===== src/rtl/iiitb_tdm_demux.sv =====
// Four-channel TDM demultiplexer: frame-locks on sync, gathers slots a..d, publishes whole frames.
// Latency: a-d and frame_valid appear one clock after the slot-3 sample; no backpressure, en strobes each slot.
module iiitb_tdm_demux #(
    parameter int WIDTH = 1
) (
    input  logic             clk,
    input  logic             rst,
    input  logic             en,
    input  logic [WIDTH-1:0] din,
    input  logic             sync,
    output logic [WIDTH-1:0] a,
    output logic [WIDTH-1:0] b,
    output logic [WIDTH-1:0] c,
    output logic [WIDTH-1:0] d,
    output logic             frame_valid,
    output logic             locked,
    output logic [1:0]       slot,
    output logic             sync_err
);

    typedef enum logic {
        IDLE   = 1'b0,
        LOCKED = 1'b1
    } state_t;

    state_t           r_state;
    logic [1:0]       r_cnt;
    logic [WIDTH-1:0] r_sh0;
    logic [WIDTH-1:0] r_sh1;
    logic [WIDTH-1:0] r_sh2;
    logic [WIDTH-1:0] r_a;
    logic [WIDTH-1:0] r_b;
    logic [WIDTH-1:0] r_c;
    logic [WIDTH-1:0] r_d;
    logic             r_fv;
    logic             r_err;

    always_ff @(posedge clk) begin
        if (rst) begin
            r_state <= IDLE;
            r_cnt   <= 2'd0;
            r_sh0   <= '0;
            r_sh1   <= '0;
            r_sh2   <= '0;
            r_a     <= '0;
            r_b     <= '0;
            r_c     <= '0;
            r_d     <= '0;
            r_fv    <= 1'b0;
            r_err   <= 1'b0;
        end else begin
            r_fv  <= 1'b0;
            r_err <= 1'b0;
            if (en) begin
                case (r_state)
                    IDLE: begin
                        if (sync) begin
                            r_sh0   <= din;
                            r_cnt   <= 2'd1;
                            r_state <= LOCKED;
                        end
                    end
                    LOCKED: begin
                        if (sync) begin
                            // A sync anywhere but slot 0 drops the partial frame and restarts it
                            r_err <= (r_cnt != 2'd0);
                            r_sh0 <= din;
                            r_cnt <= 2'd1;
                        end else begin
                            case (r_cnt)
                                2'd0: begin
                                    r_err   <= 1'b1;
                                    r_state <= IDLE;
                                end
                                2'd1: begin
                                    r_sh1 <= din;
                                    r_cnt <= 2'd2;
                                end
                                2'd2: begin
                                    r_sh2 <= din;
                                    r_cnt <= 2'd3;
                                end
                                default: begin
                                    r_a   <= r_sh0;
                                    r_b   <= r_sh1;
                                    r_c   <= r_sh2;
                                    r_d   <= din;
                                    r_cnt <= 2'd0;
                                    r_fv  <= 1'b1;
                                end
                            endcase
                        end
                    end
                    default: r_state <= IDLE;
                endcase
            end
        end
    end

    assign a           = r_a;
    assign b           = r_b;
    assign c           = r_c;
    assign d           = r_d;
    assign frame_valid = r_fv;
    assign sync_err    = r_err;
    assign locked      = (r_state == LOCKED);
    assign slot        = r_cnt;

endmodule


===== config.mk =====
export PLATFORM = sky130hd
export DESIGN_NAME = iiitb_tdm_demux
export DESIGN_NICKNAME = d
export VERILOG_FILES = /design/src/rtl/iiitb_tdm_demux.sv
export SDC_FILE = /design/constraint.sdc
export NUM_CORES = 1
export LEC_CHECK = 0
export CAP_MARGIN = 20
export CORE_AREA = 2 2 39 41
export CTS_BUF_LIST = sky130_fd_sc_hd__clkbuf_4
export DETAILED_ROUTE_END_ITERATION = 16
export DIE_AREA = 0 0 41 43
export GPL_TIMING_DRIVEN = 0
export PLACE_DENSITY = 0.76
export SYNTH_ARGS = -nofsm -noshare
export SYNTH_HDL_FRONTEND = slang
export SYNTH_SLANG_ARGS = --single-unit
export TNS_END_PERCENT = 30

===== constraint.sdc =====
create_clock -name clk -period 1.1 [get_ports clk]
set_input_delay 0.11 -clock clk [delete_from_list [all_inputs] [get_ports clk]]
set_output_delay 0.11 -clock clk [all_outputs]
set_load 0.02 [all_outputs]

Word level (Yosys, flattened, before mapping)
Index checks and enable logic that the tools add are counted.

Equality and inequality tests: 4. Multiplexer cells: 12. Bitwise gates (word level): 4. Reductions and logical operators: 10.

Operators by type and width (number): 4-bit AND reduction (3); 1-bit 2-to-1 mux (7); 2-bit case mux with 3 select lines (1); 3-bit OR reduction (2); 2-bit 2-to-1 mux (2); 1-bit inverter (4); 2-bit case mux with 2 select lines (1); 4-bit OR reduction (1); 3-bit != test (second input constant) (1); 3-bit AND reduction (1); 2-bit by 1-bit == test with 1-bit output (second input constant) (1); 2-bit == test (second input constant) (1); 2-bit zero test (1); 2-bit != test (second input constant) (1); 1-bit case mux with 2 select lines (1); 2-bit AND reduction (1); 2-bit nonzero test (1).

Logic and storage cells: 41. Register bits: 12. Input port bits: 5.

Logic depth before layout (Yosys ltp)
Gate-level depths: netlist (run 1).

Depth after elaboration: 4. Gate-level depth with buffers: 5. Mapped depth without buffers: 5.

Least setup slack after synthesis (run 1)
No wires, ideal clock.

Path type: flip-flop to flip-flop. Start point: reg r_cnt[0] (netlist: slot[0]). End point: reg r_cnt[0] (netlist: slot[0]). Period minus slack after synthesis: 1.357 ns. Path buffers: 0. Setup time: 0.086 ns. Cell stages (with the launch flop): 6. Data arrival time: 1.271 ns. Slack: -0.257 ns. Required time: 1.014 ns. Cells stage by stage: dfxtp_1 inv_1 ha_1 and2b_1 o21ai_1 a211oi_1.

Longest elaborated chain between the ends: 4. Elaborated cells between the ends (all ways): 8. Classes of those cells: eq/ne: 3; mux: 3; reduce/logical: 2.

Ends and longest elaborated chain: start, declared (line 27) `logic [1:0] r_cnt;`; start signal, assigned (line 41) `r_cnt <= 2'd0;`; start signal, assigned (line 59) `r_cnt <= 2'd1;`; start signal, assigned (line 68) `r_cnt <= 2'd1;`; 2-bit == test (tied with other cells) (line 70) `case (r_cnt)`; 2-bit case mux with 3 select lines (line 70); 2-bit 2-to-1 mux (line 64) `if (sync) begin`; 2-bit case mux with 2 select lines (line 55) `case (r_state)`.

Parallel ways exist; a longest one is shown, timed or not. A chain may end at the register's enable or synchronous reset.

Worst setup path after layout (run 1)
Same ends and word-level chain as after synthesis.

==> results of run 1 <==
==> worst max-delay path, cell delays in order (launching register included) <==
cell and delay, ns:
dfxtp_4 0.36, inv_4 0.07, ha_4 0.15, and2b_1 0.19, o21ai_2 0.16, a211oi_2 0.08
==> metrics by stage <==
stage / cells / total power [mW] / setup TNS (ns) / util / cell area, um^2
2_1_floorplan: 53 / 0.506 / -0.0170 / - / 548
3_3_place_gp: 81 / 0.544 / -2.66 / 0.497 / 688
3_5_place_dp: 81 / 0.548 / -2.82 / 0.497 / 688
4_1_cts: 85 / 0.820 / -0.441 / 0.510 / 706
5_1_grt: 85 / 0.856 / -0.553 / 0.533 / 737
6_report: 85 / 0.821 / -0.113 / 0.533 / 737
==> registers in the layout, indices dropped and copies added, names as in the netlist <==
signal,flops
slot,2
a,1
b,1
c,1
d,1
frame_valid,1
locked,1
r_sh0,1
r_sh1,1
r_sh2,1
sync_err,1
==> synthesized netlist by cell type <==
library cell	number	share of area
buf_2	1	0.0095
and2b_1	1	0.014
o21ai_1	1	0.0095
mux2i_1	6	0.11
clkbuf_1	1	0.0071
nand3_1	1	0.0095
nand2_1	3	0.021
nor2_1	8	0.057
ha_1	5	0.12
a311oi_1	1	0.017
nand4b_1	2	0.033
a21oi_1	2	0.019
a211oi_1	1	0.014
o2bb2ai_1	1	0.017
nor4_1	1	0.012
nand4_1	1	0.012
dfxtp_1	12	0.46
nand4b_2	1	0.028
inv_1	3	0.021
nor3_1	1	0.0095
==> path summary, 6_finish.rpt <==
check / start / to / slack, ns / cells past startpoint
worst max-delay path: slot[0]$_SDFFE_PP0P_ / slot[0]$_SDFFE_PP0P_ / -0.04 / 5
worst min-delay path: en / slot[1]$_SDFFE_PP0P_ / 0.19 / 3
worst max register to register: slot[0]$_SDFFE_PP0P_ / slot[0]$_SDFFE_PP0P_ / -0.04 / 5
worst min register to register: r_sh0$_SDFFE_PP0P_ / r_sh0$_SDFFE_PP0P_ / 0.46 / 2
==> area by class of cell <==
class	instances	share of cell area
multi-input combinational	36	0.423
sequential	12	0.338
timing repair buffer	12	0.143
clock buffer	3	0.0306
tap	16	0.0272
inverter	3	0.0221
buffer	2	0.0119
clock inverter	1	0.00509
==> timing repair <==
| action | in CTS | in global routing |
|---|---|---|
| gates resized for setup | 11 | 10 |
| hold endpoints to repair | 0 | 0 |
| pin swaps | 1 | 2 |
| setup endpoints to repair | 18 | 12 |
==> layer usage <==
metal  share of wire  wire length, um  vias up
li1                -                -      225
met1            0.40              415      200
met2            0.53              551       13
met3           0.037               39        5
met4           0.037               39        0
met5               0                0        -
==> power groups by stage <==
stage	Sequential [mW]	Clock, mW	Combinational (mW)
detailed placement	0.460	0	0.0874
CTS	0.450	0.287	0.0834
finish	0.453	0.278	0.0909
global route	0.454	0.302	0.0995
floorplan	0.467	0	0.0399
global placement	0.460	0	0.0844
==> logic make-up (layout without fill, tap and decap cells) <==
| logic type | after synthesis | in the layout | share of synthesized area |
|---|---|---|---|
| muxes | 6 | 6 | 0.114 |
| buffers and inverters | 5 | 21 | 0.0380 |
| AOI/OAI and AO/OA | 6 | 6 | 0.0760 |
| adders and majority gates | 5 | 5 | 0.119 |
| and+or+nand+nor | 19 | 19 | 0.197 |
| DFF | 12 | 12 | 0.456 |
==> results by group, run 1 <==
Cells and area
  – Reg area: 249 um^2
  – Commonest non-fill, non-tap cell in the layout: dfxtp_1
  – FILL cells: 142
  – Diode count: 0
  – Multi-input gate area: 312 um^2
  – Final #Nets: 80
  – Layout cells sized above 1: 0.246
  – Leading cell types in the layout, fill and taps excluded: dfxtp_1 (9), nor2_1 (8), dlygate4sd2_1 (8)
  – Layout area overhead: 39.9%

Drt
  – DRC: 0
  – Drt wl/cell: roughly 12 um
  – Pre-antenna DRT Iters: 5
  – Vias per cell: 5.21
  – Total wire length: ~1000 um
  – Drt first-iter violations: 6
  – Antenna viol nets, final: 0
  – Via count: between 400 and 500

CTS
  – Clk pin slew, worst setup/hold paths: 0.07 ns
  – Cts hold-fix bufs: 0
  – TritonCTS buffer count: 3
  – Setup Buffers After CTS: 0
  – Clk root buf: clkbuf_4
  – TritonCTS clock tree: built
  – # clock sinks: 12
  – H-tree depth: 1
  – Clock latency on the worst-skew pair: 0.27 ns
  – Clock Path Buffers: 2

Global route
  – First-pass GRT wire length: ~1700 um
  – Remaining global-route overflow: 0
  – Antenna violations before repair: 0
  – Most crowded layer after global routing: met2
  – GRT met2 Usage: 0.250
  – Largest net degree at the start of global routing: 11
  – GR Util met1: 0.146
  – Vias in the first global route: 443
  – Global Route Usage Sum: 0.147
  – GR Util met3: 0.0314

Timing
  – Final Cycle Share: 1.04
  – Achievable frequency: 0.877 GHz
  – Hold slack final: 0.194 ns
  – Slew headroom: 0.720
  – Clock skew: 0.00341 ns
  – Final Hold Viols: 0
  – Actual slew at the worst max-slew pin: 0.421 ns
  – PnR worst setup slack: -0.0397 ns
  – Setup violators final: 5
  – Max-slew violation count: 0
  – RSZ-0062 raised after global routing: true
  – Post-layout minimum cycle time: 1.14 ns

Power
  – Switching power: 211 uW
  – Logic gate share of total power: 0.111
  – Sequential power share: 0.551
  – Sw Ratio: 0.256
  – Power density over the cells: 1110 nW/um^2
  – Maximum vdd drop: 681 uV
  – Internal cell power: 611 uW
  – Leak Pwr: approximately 0.36 nW
  – Clock power share: 0.338

Floorplan
  – Die Ht: 43 um
  – Die X: 41 um
  – FP Rows: 14
  – Full die area: 1760 um^2
  – Initial core utilization: 0.381
  – Core Area: 1380 um^2
  – Number of I/O pins: 14

Synthesis
  – Mapped cell area: 527 um^2
  – Synth Warn #: 0
  – Syn Inst Count: 53
  – Synth cell types: 20
  – Mapped Nets: 63
  – Syn_area_per_cell: 9.94 um^2
  – Post-synthesis sequential area ratio: 0.456
  – #FFs+latches synth: 12

Status
  – Failing checks: setup timing
  – Status: finished, violations left

Worst hold path
  – Worst Hold Class: in2reg

Placement
  – Port Buffers: 12
  – HPWL after DPL: roughly 800 um
  – RePlAce Congestion: around 0.73
  – Place WS: -0.351 ns

Critical path
  – Req. time, crit path: 1.26 ns
  – CP Launch Type: register
  – Critical Path Fanout Max: 4
  – CP Class: reg2reg
  – CP endpoint kind: register
  – Worst EP arrival: 1.30 ns

Flow run
  – Max-Cap Viols: 0
Power figures use the tool's default switching activity.
==> run 2: changes to the inputs <==
--- a/config.mk
+++ b/config.mk
@@ -11,7 +11,7 @@
 export DETAILED_ROUTE_END_ITERATION = 16
 export DIE_AREA = 0 0 41 43
 export GPL_TIMING_DRIVEN = 0
-export PLACE_DENSITY = 0.76
+export PLACE_DENSITY = 0.73
 export SYNTH_ARGS = -nofsm -noshare
 export SYNTH_HDL_FRONTEND = slang
 export SYNTH_SLANG_ARGS = --single-unit
==> constraint.sdc (replaced) <==
create_clock -name clk -period 1.4 [get_ports clk]
set_input_delay 0.14 -clock clk [delete_from_list [all_inputs] [get_ports clk]]
set_output_delay 0.14 -clock clk [all_outputs]
set_load 0.02 [all_outputs]
==> results by group, run 2 (synthesized netlist as in run 1, its figures left out) <==
Power
  – Maximum vdd drop: around 450 uV
  – Leak Pwr: ~0.34 nW
  – Power density over the cells: 887 nW/um^2

Floorplan
  – Full die area: 1760 um^2
  – Die X: 41 um
  – Number of I/O pins: 14
  – Core Area: 1380 um^2
  – Initial core utilization: 0.381
  – Die Ht: 43 um
  – FP Rows: 14

Timing
  – Max-slew violation count: 0
  – Post-layout minimum cycle time: approximately 1.3 ns
  – Slew headroom: 0.723
  – Clock skew: approximately 0.0056 ns
  – Achievable frequency: 0.746 GHz
  – Hold slack final: 0.227 ns
  – Actual slew at the worst max-slew pin: 0.415 ns
  – Setup violators final: 0
  – PnR worst setup slack: 0.0600 ns
  – Final Cycle Share: 0.957
  – RSZ-0062 raised after global routing: false
  – Setup TNS: 0 ns
  – Final Hold Viols: 0

Drt
  – Drt wl/cell: 12.0 um
  – DRC: 0
  – Total wire length: 1010 um
  – Vias per cell: 5.10
  – Antenna viol nets, final: 0
  – Drt first-iter violations: 3
  – Pre-antenna DRT Iters: 2
  – Via count: 428

Placement
  – Place WS: -0.105 ns
  – Port Buffers: 12
  – RePlAce Congestion: 0.736
  – HPWL after DPL: 778 um
  – Placed instance area: about 670 um^2

Cells and area
  – Final core occ: 0.499
  – Reg area: 243 um^2
  – Multi-input gate area: 267 um^2
  – Layout area overhead: 31.1%
  – Leading cell types in the layout, fill and taps excluded: dfxtp_1 (10), nor2_1 (8), clkdlybuf4s50_1 (8)
  – Layout cells sized above 1: 0.103
  – Cell area after layout: 691 um^2
  – FILL cells: 138
  – Max reg flops: 2
  – Final #Nets: 80
  – Diode count: 0
  – Commonest non-fill, non-tap cell in the layout: dfxtp_1

CTS
  – Clk pin slew, worst setup/hold paths: 0.07 ns
  – H-tree depth: 1
  – TritonCTS buffer count: 3
  – # clock sinks: 12
  – TritonCTS clock tree: built
  – Clock Path Buffers: 2
  – Clock latency on the worst-skew pair: 0.26 ns
  – Cts hold-fix bufs: 0
  – Clk root buf: clkbuf_4

Critical path
  – CP Launch Type: register
  – Critical Path Fanout Max: 2
  – Largest delay share family, worst path: buffers and inverters
  – FF-to-FF path depth: 5
  – Req. time, crit path: roughly 1.3 ns
  – Worst path bufs/invs: 1
  – Max stage delay on crit path: between 0.6 and 0.7 ns
  – CP endpoint kind: output port
  – CP cell instances: clkdlybuf4s50_1
  – Cell depth of the worst setup path: 1
  – CP Class: reg2out
  – CP max stage cell: clkdlybuf4s50_1
  – Worst EP arrival: ~1.2 ns

Global route
  – Largest net degree at the start of global routing: 11
  – Vias in the first global route: 377
  – First-pass GRT wire length: about 1600 um
  – Global Route Usage Sum: 0.137
  – Remaining global-route overflow: 0
  – Most crowded layer after global routing: met2
  – GR Util met3: 0.0471
  – Antenna violations before repair: 0
  – GR Util met1: 0.172
  – GRT met2 Usage: 0.194

Worst hold path
  – Hold Crit Depth: 2
  – Worst Hold Class: in2reg

Status
  – Status: finished clean

Flow run
  – Max-Cap Viols: 0
[run 2: cell types whose count changed in the layout (fill, tap and decap cells not counted), moves of 2 or more]
cell,previous run,this run
dfxtp_4,2,0
ha_1,3,5
clkdlybuf4s50_1,2,8
dlygate4sd2_1,8,3
inv_4,2,0
inv_1,1,3
[run 2: stage by stage]
step           cells  power, mW
6_report          84      0.613
5_1_grt           84      0.647
4_1_cts           84      0.622
3_5_place_dp      81      0.427
3_3_place_gp      81      0.426
2_1_floorplan     53      0.396
[run 2: worst paths after layout]
check | slack, ns | to | start
worst max-delay path | 0.06 | d | d$_SDFFE_PP0P_
worst max register to register | 0.12 | slot[0]$_SDFFE_PP0P_ | slot[0]$_SDFFE_PP0P_
worst min-delay path | 0.23 | locked$_SDFFE_PP0P_ | en
worst min register to register | 0.47 | r_sh0$_SDFFE_PP0P_ | r_sh0$_SDFFE_PP0P_
[run 2: power breakdown]
part / leakage (nW) / switching, mW / internal (mW) / total [mW]
logic: 0.230 / 0.0347 / 0.0263 / 0.0610
clock network: 0.0138 / 0.0968 / 0.0990 / 0.196
registers: 0.0981 / 0.00779 / 0.348 / 0.356
[run 2: layout make-up]
cell class	instances	share of cell area
Multi-Input combinational cell	36	0.386
Inverter	3	0.0163
Buffer	2	0.0127
Sequential cell	12	0.351
Tap cell	16	0.0290
Timing Repair Buffer	12	0.172
Clock buffer	3	0.0326
[run 2: what timing repair did]
item / in CTS / in global routing
resized for setup: 3 / 3
setup buffers: 0 / 0
setup endpoints to repair: 3 / 2
[run 2: layer usage]
layer / wire (um) / part of all wire
met1: 442 / 0.44
met2: 517 / 0.51
met3: 34 / 0.034
met4: 11 / 0.011
met5: 0 / 0
